File: config.mk
export PLATFORM = sky130hd
export DESIGN_NAME = vga_rect_filler
export DESIGN_NICKNAME = d
export VERILOG_FILES = /design/src/rtl/vga_rect_filler.sv
export SDC_FILE = /design/constraint.sdc
export NUM_CORES = 1
export LEC_CHECK = 0
export BUFFER_PORTS_ARGS = -buffer_cell sky130_fd_sc_hd__buf_4
export CORE_MARGIN = 1.5
export CORE_UTILIZATION = 35
export CTS_CLUSTER_SIZE = 24
export DETAILED_ROUTE_END_ITERATION = 6
export SLEW_MARGIN = 20
export SYNTH_ARGS = -nofsm -noshare
export SYNTH_HDL_FRONTEND = slang
export SYNTH_SLANG_ARGS = --single-unit
File: constraint.sdc
create_clock -name CLOCK_50 -period 7.5 [get_ports CLOCK_50]
set_input_delay 1.125 -clock CLOCK_50 [delete_from_list [all_inputs] [get_ports CLOCK_50]]
set_output_delay 1.125 -clock CLOCK_50 [all_outputs]
set_load 0.05 [all_outputs]
File: src/rtl/vga_rect_filler.sv
// Rectangle fill engine for the DESim VGA pixel-plot port: one request in, one pixel write per clock out.
// Optional outline-only drawing is enabled by defining RECT_OUTLINE_EN.
module vga_rect_filler #(
   parameter int X_W     = 8,
   parameter int Y_W     = 7,
   parameter int COLOR_W = 3,
   parameter int X_MAX   = 159,
   parameter int Y_MAX   = 119
) (
   input  logic               CLOCK_50,
   input  logic               resetn,
   input  logic               req_valid,
   output logic               req_ready,
   input  logic [X_W-1:0]     req_x,
   input  logic [Y_W-1:0]     req_y,
   input  logic [X_W-1:0]     req_w,
   input  logic [Y_W-1:0]     req_h,
   input  logic [COLOR_W-1:0] req_color,
`ifdef RECT_OUTLINE_EN
   input  logic               req_outline,
`endif
   output logic               busy,
   output logic               done,
   output logic [X_W-1:0]     VGA_X,
   output logic [Y_W-1:0]     VGA_Y,
   output logic [COLOR_W-1:0] VGA_COLOR,
   output logic               plot
);

   typedef enum logic [1:0] {IDLE, DRAW, DONE} state_t;
   typedef logic [X_W:0] xext_t;
   typedef logic [Y_W:0] yext_t;

   localparam xext_t XLimit = xext_t'(X_MAX);
   localparam yext_t YLimit = yext_t'(Y_MAX);

   state_t               state_q, state_d;
   xext_t                cursorX_q, cursorX_d;
   yext_t                cursorY_q, cursorY_d;
   logic [X_W-1:0]       orgX_q, orgW_q, effX, effW;
   logic [Y_W-1:0]       orgY_q, orgH_q, effY, effH;
   logic [COLOR_W-1:0]   color_q, effColor;
   logic [X_W-1:0]       vgaX_q;
   logic [Y_W-1:0]       vgaY_q;
   logic [COLOR_W-1:0]   vgaColor_q;
   logic                 plot_q, plot_d, done_q;
   logic                 accept, pixelNext, inRange;
   xext_t                endX;
   yext_t                endY;

   assign accept    = req_valid && (state_q == IDLE);
   assign req_ready = (state_q == IDLE);
   assign busy      = (state_q != IDLE);
   assign done      = done_q;
   assign plot      = plot_q;
   assign VGA_X     = vgaX_q;
   assign VGA_Y     = vgaY_q;
   assign VGA_COLOR = vgaColor_q;

   // On the accept edge the request ports are used directly, so the first pixel needs no extra cycle.
   always_comb begin
      effX     = orgX_q;
      effY     = orgY_q;
      effW     = orgW_q;
      effH     = orgH_q;
      effColor = color_q;
      if (accept) begin
         effX     = req_x;
         effY     = req_y;
         effW     = req_w;
         effH     = req_h;
         effColor = req_color;
      end
      endX = xext_t'(effX) + xext_t'(effW) - xext_t'(1);
      endY = yext_t'(effY) + yext_t'(effH) - yext_t'(1);
   end

   always_comb begin
      state_d   = state_q;
      cursorX_d = cursorX_q;
      cursorY_d = cursorY_q;
      pixelNext = 1'b0;
      case (state_q)
         IDLE: begin
            if (req_valid) begin
               if (req_w != '0 && req_h != '0) begin
                  state_d   = DRAW;
                  cursorX_d = xext_t'(req_x);
                  cursorY_d = yext_t'(req_y);
                  pixelNext = 1'b1;
               end else begin
                  state_d = DONE;
               end
            end
         end
         DRAW: begin
            if (cursorX_q == endX) begin
               if (cursorY_q == endY) begin
                  state_d = DONE;
               end else begin
                  cursorX_d = xext_t'(effX);
                  cursorY_d = cursorY_q + yext_t'(1);
                  pixelNext = 1'b1;
               end
            end else begin
               cursorX_d = cursorX_q + xext_t'(1);
               pixelNext = 1'b1;
            end
         end
         DONE:    state_d = IDLE;
         default: state_d = IDLE;
      endcase
   end

   // Cursor is one bit wider than the screen so x0+w never wraps back into range.
   assign inRange = (cursorX_d <= XLimit) && (cursorY_d <= YLimit);

`ifdef RECT_OUTLINE_EN
   logic outline_q, effOutline, onBorder;
   assign effOutline = accept ? req_outline : outline_q;
   assign onBorder   = (cursorX_d == xext_t'(effX)) || (cursorX_d == endX) ||
                       (cursorY_d == yext_t'(effY)) || (cursorY_d == endY);
   assign plot_d     = pixelNext && inRange && (!effOutline || onBorder);

   always_ff @(posedge CLOCK_50 or negedge resetn) begin
      if (!resetn)     outline_q <= 1'b0;
      else if (accept) outline_q <= req_outline;
   end
`else
   assign plot_d = pixelNext && inRange;
`endif

   always_ff @(posedge CLOCK_50 or negedge resetn) begin
      if (!resetn) begin
         state_q    <= IDLE;
         cursorX_q  <= '0;
         cursorY_q  <= '0;
         orgX_q     <= '0;
         orgY_q     <= '0;
         orgW_q     <= '0;
         orgH_q     <= '0;
         color_q    <= '0;
         plot_q     <= 1'b0;
         done_q     <= 1'b0;
         vgaX_q     <= '0;
         vgaY_q     <= '0;
         vgaColor_q <= '0;
      end else begin
         state_q   <= state_d;
         cursorX_q <= cursorX_d;
         cursorY_q <= cursorY_d;
         plot_q    <= plot_d;
         done_q    <= (state_d == DONE);
         if (accept) begin
            orgX_q  <= req_x;
            orgY_q  <= req_y;
            orgW_q  <= req_w;
            orgH_q  <= req_h;
            color_q <= req_color;
         end
         if (plot_d) begin
            vgaX_q     <= cursorX_d[X_W-1:0];
            vgaY_q     <= cursorY_d[Y_W-1:0];
            vgaColor_q <= effColor;
         end
      end
   end

endmodule

==> results by group, run 1 <==
Synth
  • Ys async rst share: 1.00
  • Synth unique cells: 64
  • Synth Flop Type: dfrtp_1
  • Seq cells post-synth: between 70 and 80
  • Post-Syn Instances: ~470
  • Sequential fraction of the synthesis area: 0.389
  • Ranking of synthesized cells by area: dfrtp_1 (39%), ha_1 (8.1%), inv_1 (5.5%), mux2_2 (4.9%), mux2i_1 (3.5%)
  • Synth Area per Inst: about 9.8 µm²
  • Most numerous cell in the Yosys netlist: dfrtp_1
  • Synth area leader: dfrtp_1
  • Post-synth top area share: 0.389
  • EDFF count, synth: 0
  • Synth top cells by count: dfrtp_1 (72), inv_1 (68), ha_1 (30)
  • YS warnings: 0
  • Synthesized area: around 0.0046 mm²
  • Mapped Nets: approximately 540

Cells and area
  • # fillers: 1243
  • Share of cells above drive strength 1: 0.224
  • Synthesis-to-layout area growth: 20.2%
  • Fin cells: about 700
  • Antenna diodes: 0
  • Layout Nets: ~590

Die
  • Die width: ~120 µm
  • Row count: 41
  • Core Footprint: around 0.013 mm²
  • Starting Density: 0.362
  • DIE AREA: 0.0139 mm²
  • Die height: approximately 120 µm
  • I/O pin total: 58

GRT
  • Total congestion overflow: 0
  • Antenna violations before repair: 0
  • Largest net degree at the start of global routing: 73
  • Vias in the first global route: between 3000 and 4000
  • First-pass GRT wire length: between 15000 and 20000 µm
  • GRT Overall Usage: 0.171

Detailed routing
  • Vias per Instance: between 5 and 6
  • Pre-Repair DR Iteration Count: 4
  • DRT Wirelength: roughly 11000 µm
  • DRT iter0 DRCs: between 150 and 200
  • DR vias: 3613
  • WL/cell: around 16 µm
  • # DRC: 0
  • Detail Route Antenna Nets: 0

Clocking
  • Postcts setup bufs: 0
  • Sink count of the clock tree: 72
  • CTS tree: yes
  • Clock tree buffer depth: 2
  • Worst-path clk slew: ~60 ps
  • Hold_buf cts: 0
  • Num CTS Buffers: 9
  • CTS root buf: clkbuf_16
  • CTS resizes: 0
  • Worst-Skew Late Latency: roughly 340 ps
  • H-tree Lvls: 3

Outcome
  • Status: finished, final reports clean

STA
  • F_max: 160 MHz
  • Min Tclk post-route: 6270 ps
  • Final period util: 0.835
  • Pin slew with the least headroom to its limit: between 900 and 1000 ps
  • TNS Setup: 0 ps
  • Relative slew slack: 0.386
  • RSZ-0062 raised after global routing: false
  • Final hold violation count: 0
  • # setup viols final: 0
  • Slew Viols, Final: 0
  • Final worst slack: around 1200 ps
  • Skew final: 7.57 ps

Pwr
  • PwrDens: ~370 mW/mm²
  • Static Leakage: around 2.6 nW
  • Peak VDD IR: ~200 µV
  • Pwr Total: 2.04 mW

Critical path
  • Req. time, crit path: a little under 8000 ps
  • CP arrival: 6490 ps
  • Crit-path max FO: 22
  • Critical setup path kind: reg2reg
  • CP Capture Type: flip-flop
  • Critical path launch point type: flip-flop

Place
  • Hpwl dp: 8600 µm
  • Buffers on Ports: 57
  • Dpl ws: between 800 and 900 ps
  • Final GP Congestion: 0.852
  • Placed insts: approximately 690

Hold path
  • Hold WC Path Type: reg2reg

Job
  • Max_cap viols: 0
[metrics by stage]
step	area (µm²)	hold WS (ps)	util
floorplan	4630	453	-
global placement	5220	471	0.409
detailed placement	5220	475	0.409
CTS	5570	490	0.436
global route	5570	506	0.436
finish	5570	482	0.436
[metal layers]
metal,part of all wire,global-route usage,vias to the layer above
met2,0.49,0.286,93
met4,0.022,0.0694,0
met3,0.053,0.0412,15
met5,0,0,-
li1,-,-,1751
met1,0.44,0.213,1754
[path summary, 6_finish.rpt]
path	start	endpoint	slack [ps]	cells past startpoint
worst max register to register	state_q[0]	VGA_X[2]	1230	19
worst max-delay path	state_q[0]	VGA_X[2]	1230	19
max in group asynchronous	resetn	VGA_X[3]	5970	1
worst min-delay path	orgH_q[3]	orgH_q[3]	480	2
min in group asynchronous	resetn	orgW_q[1]	890	1
worst min register to register	orgH_q[3]	orgH_q[3]	480	2
[sequential cells by signal, summed over array words and instances (netlist names), named ones only]
| signal | flops |
|---|---|
| cursorX_q | 9 |
| VGA_X | 8 |
| cursorY_q | 8 |
| orgW_q | 8 |
| VGA_Y | 7 |
| orgH_q | 7 |
| orgX_q | 7 |
| orgY_q | 6 |
| VGA_COLOR | 3 |
| color_q | 3 |
| state_q | 2 |
| done | 1 |
| plot | 1 |
[power by group]
part / switching, mW / internal [mW]
Combinational: 0.543 / 0.403
Sequential: 0.102 / 0.496
Clock: 0.171 / 0.325
Total: 0.816 / 1.22
[kinds of logic (layout without fill, tap and decap cells)]
family,Yosys count,count (layout),share of synthesized area
xor+xnor,26,26,0.0492
simple gates,110,110,0.129
compound gates,92,92,0.135
mux,53,53,0.131
fa+ha+maj,32,32,0.0898
buf+inv,88,146,0.0757
flops,72,72,0.389
[layout by cell type, fill, tap and decap left out, types with 14 or more instances in the layout]
cell type	count
dfrtp_1	72
inv_1	68
buf_4	62
ha_1	30
nor2_1	27
mux2_2	20
nand2_1	20
a21oi_1	18
mux2i_1	16
xnor2_1	15
o21ai_0	14
[layout make-up]
cell class,count,area [µm²],area share
Multi-Input combinational cell,313,2480,0.446
Timing Repair Buffer,62,465,0.0836
Inverter,68,255,0.0459
Sequential cell,72,1800,0.324
Clock buffer,9,225,0.0405
Tap cell,172,215,0.0387
Clock inverter,7,119,0.0214
[critical path: stages, from the launching register on]
cell	delay (ps)
dfrtp_1	560
nor2_1	270
and2_2	600
buf_4	360
mux2_2	400
inv_1	100
ha_1	140
inv_1	40
ha_1	320
xor2_1	200
or3_1	330
o32ai_1	220
nor2_1	120
or4_1	780
or2_1	410
a31oi_1	300
and3_1	190
a211o_1	160
buf_4	290
mux2_1	360
(Power assumes the default switching activity.)
==> run 2: changes to the inputs <==
ABC_AREA = 1   (was not set)
clock period = 5.8 ns   (was 7.5 ns; I/O delays follow)
==> run 2 against run 1 <==
  * Combinational power is 21% higher
  * First-iteration DRC count is 65% higher
  * Clock power is 16% higher
  * Register-to-register slack worse by 270 ps
  * Core utilization is 0.86 points lower
  * Critical endpoint is now VGA_X[5]
==> results by group, run 2 <==
Cells and area
  • Most frequent cells in the layout: nand2_1 (165), inv_1 (144), dfrtp_1 (72), nand3_1 (72), buf_4 (62)
  • Layout Nets: 823
  • Area taken by multi-input logic gates: approximately 0.0026 mm²
  • FF+latch area: 0.00180 mm²
  • Reg with most FFs: cursorX_q
  • # fillers: about 1500
  • Most common cell after layout, fill and taps aside: nand2_1
  • Max FFs per register: 9
  • Share of cells above drive strength 1: 0.184
  • Synthesis-to-layout area growth: 18.4%
  • Antenna diodes: 0

Synth
  • EDFF count, synth: 0
  • YS warnings: 0
  • Synth Area per Inst: approximately 7.2 µm²
  • Ranking of synthesized cells by area: dfrtp_1 (36%), nand2_1 (12%), inv_1 (11%), ha_1 (7.5%), nand3_1 (7.2%)
  • Ys async rst share: 1.00
  • Seq cells post-synth: about 70
  • Synth Flop Type: dfrtp_1
  • Synthesized area: 0.00503 mm²
  • Post-Syn Instances: 695
  • Most numerous cell in the Yosys netlist: nand2_1
  • Post-synth top area share: 0.358
  • Sequential fraction of the synthesis area: 0.358
  • Mapped Nets: around 760
  • Synth top cells by count: nand2_1 (165), inv_1 (144), dfrtp_1 (72), nand3_1 (72), o21ai_0 (41)
  • Synth unique cells: 39
  • Synth area leader: dfrtp_1

Detailed routing
  • DRT iter0 DRCs: 260
  • DRT Wirelength: about 13000 µm
  • Pre-Repair DR Iteration Count: 5
  • DR vias: between 4000 and 5000
  • Vias per Instance: ~4.8
  • # DRC: 0
  • Detail Route Antenna Nets: 0
  • WL/cell: 13.6 µm

STA
  • Final hold violation count: 0
  • F_max: around 210 MHz
  • Skew final: ~11 ps
  • Min Tclk post-route: between 4000 and 5000 ps
  • RSZ-0062 raised after global routing: false
  • Slew Viols, Final: 0
  • Final period util: 0.833
  • Relative slew slack: 0.374
  • Pin slew with the least headroom to its limit: about 940 ps
  • TNS Setup: 0 ps
  • # setup viols final: 0

Hold path
  • Hold WC Path Type: reg2reg

Clocking
  • CTS resizes: 0
  • CTS root buf: clkbuf_16
  • Worst-Skew Late Latency: between 300 and 400 ps
  • H-tree Lvls: 3
  • Sink count of the clock tree: between 70 and 80
  • Postcts setup bufs: 0
  • Clock tree buffer depth: 2
  • CTS tree: yes
  • Hold_buf cts: 0
  • Worst-path clk slew: roughly 60 ps
  • Num CTS Buffers: 9

Pwr
  • PwrDens: approximately 410 mW/mm²
  • Peak VDD IR: about 270 µV
  • Static Leakage: 3.31 nW
  • Pwr Total: 2.46 mW

Die
  • Die width: around 120 µm
  • Row count: 43
  • Die height: about 120 µm
  • Core Footprint: between 0.01 and 0.015 mm²
  • I/O pin total: between 50 and 60
  • DIE AREA: about 0.015 mm²
  • Starting Density: 0.361

GRT
  • Total congestion overflow: 0
  • Largest net degree at the start of global routing: 73
  • Vias in the first global route: about 4300
  • GRT Overall Usage: 0.186
  • First-pass GRT wire length: around 22000 µm
  • Antenna violations before repair: 0

Critical path
  • Top Family by Delay on Critical Path: simple AND/OR/NAND/NOR gates
  • CP arrival: 5100 ps
  • Critical setup path kind: reg2reg
  • Crit-path max FO: 26
  • Req. time, crit path: 6070 ps
  • Crit-path slowest cell: fa_1
  • Critical path launch point type: flip-flop
  • Max stage delay on crit path: 540 ps
  • CP dominant cell by count: nand2_1
  • Worst path bufs/invs: 4
  • CP Capture Type: flip-flop

Place
  • Final GP Congestion: a little under 0.9
  • Buffers on Ports: 57
  • Hpwl dp: between 9000 and 10000 µm

Job
  • Max_cap viols: 0

Outcome
  • Status: finished, final reports clean
[run 2: changes by cell type in the layout (fill, tap and decap cells not counted), moves of 7 or more]
cell,delta
nand4_1,+9
nand2_1,+145
mux2_4,-8
o31ai_1,-7
mux2i_1,-16
mux2_1,-9
xnor2_1,-11
or2_2,+17
nand2_2,+16
inv_1,+76
mux2_2,-20
nand3_1,+61
nor2_2,+7
o21ai_0,+27
[run 2: path summary, 6_finish.rpt]
| path | start | to | slack, ps | cells past startpoint |
|---|---|---|---|---|
| worst min register to register | VGA_X[3] | VGA_X[3] | 480 | 2 |
| worst min-delay path | VGA_X[3] | VGA_X[3] | 480 | 2 |
| max in group asynchronous | resetn | orgX_q[0] | 4510 | 1 |
| min in group asynchronous | resetn | orgW_q[3] | 640 | 1 |
| worst max-delay path | state_q[1] | VGA_X[5] | 970 | 25 |
| worst max register to register | state_q[1] | VGA_X[5] | 970 | 25 |
[run 2: cell type report]
cell class,count,area share
multi-input cells,462,0.436
flip-flops and latches,72,0.303
clock buffers,12,0.0431
well taps,180,0.0378
repair buffers,62,0.0782
clock inverters,4,0.00862
inverters,148,0.0934
[run 2: per-stage QoR]
step / area (µm²) / setup WS (ps) / hold slack [ps] / std cells / utilization
floorplan: 5030 / 786 / 439 / 695 / -
global placement: 5640 / 705 / 460 / 924 / 0.405
detailed placement: 5640 / 661 / 465 / 924 / 0.405
CTS: 5950 / 978 / 484 / 940 / 0.427
global route: 5950 / 512 / 501 / 940 / 0.427
finish: 5950 / 967 / 478 / 940 / 0.427
[run 2: worst reg2reg max path, stage by stage (launching register included)]
cell and delay (ps):
dfrtp_1 430, nor2_2 230, inv_2 80, nor2_2 110, buf_4 300, or2_2 160, o21ai_0 170, ha_1 330
inv_1 60, ha_1 190, inv_1 70, fa_1 540, nand2_1 70, nand2_1 70, nand2_1 70, nor3_2 180
nand3_2 110, nor2_4 310, nand2_4 140, o21ai_1 150, nand2_1 80, o21ai_2 230, nand3_4 240, nand2_4 300
nand2_1 80, nand2_1 70
[run 2: cell families (layout without fill, tap and decap cells)]
logic type | count (synthesis) | in the layout | synth area share
buf+inv | 161 | 226 | 0.125
fa+ha+maj | 32 | 32 | 0.0826
compound gates | 75 | 75 | 0.0849
xor+xnor | 15 | 15 | 0.0261
flops | 72 | 72 | 0.358
simple gates | 340 | 340 | 0.323
[run 2: routing by layer]
layer | track usage | vias to the layer above | part of all wire
met2 | 0.273 | 119 | 0.42
li1 | - | 2314 | -
met5 | 0 | - | 0
met4 | 0.0647 | 0 | 0.018
met3 | 0.0237 | 16 | 0.060
met1 | 0.279 | 2020 | 0.50
[run 2: report_power, final]
part | switching, mW | internal, mW | leakage, nW
logic | 0.763 | 0.373 | 2.29
clock network | 0.218 | 0.357 | 0.149
registers | 0.120 | 0.629 | 0.875
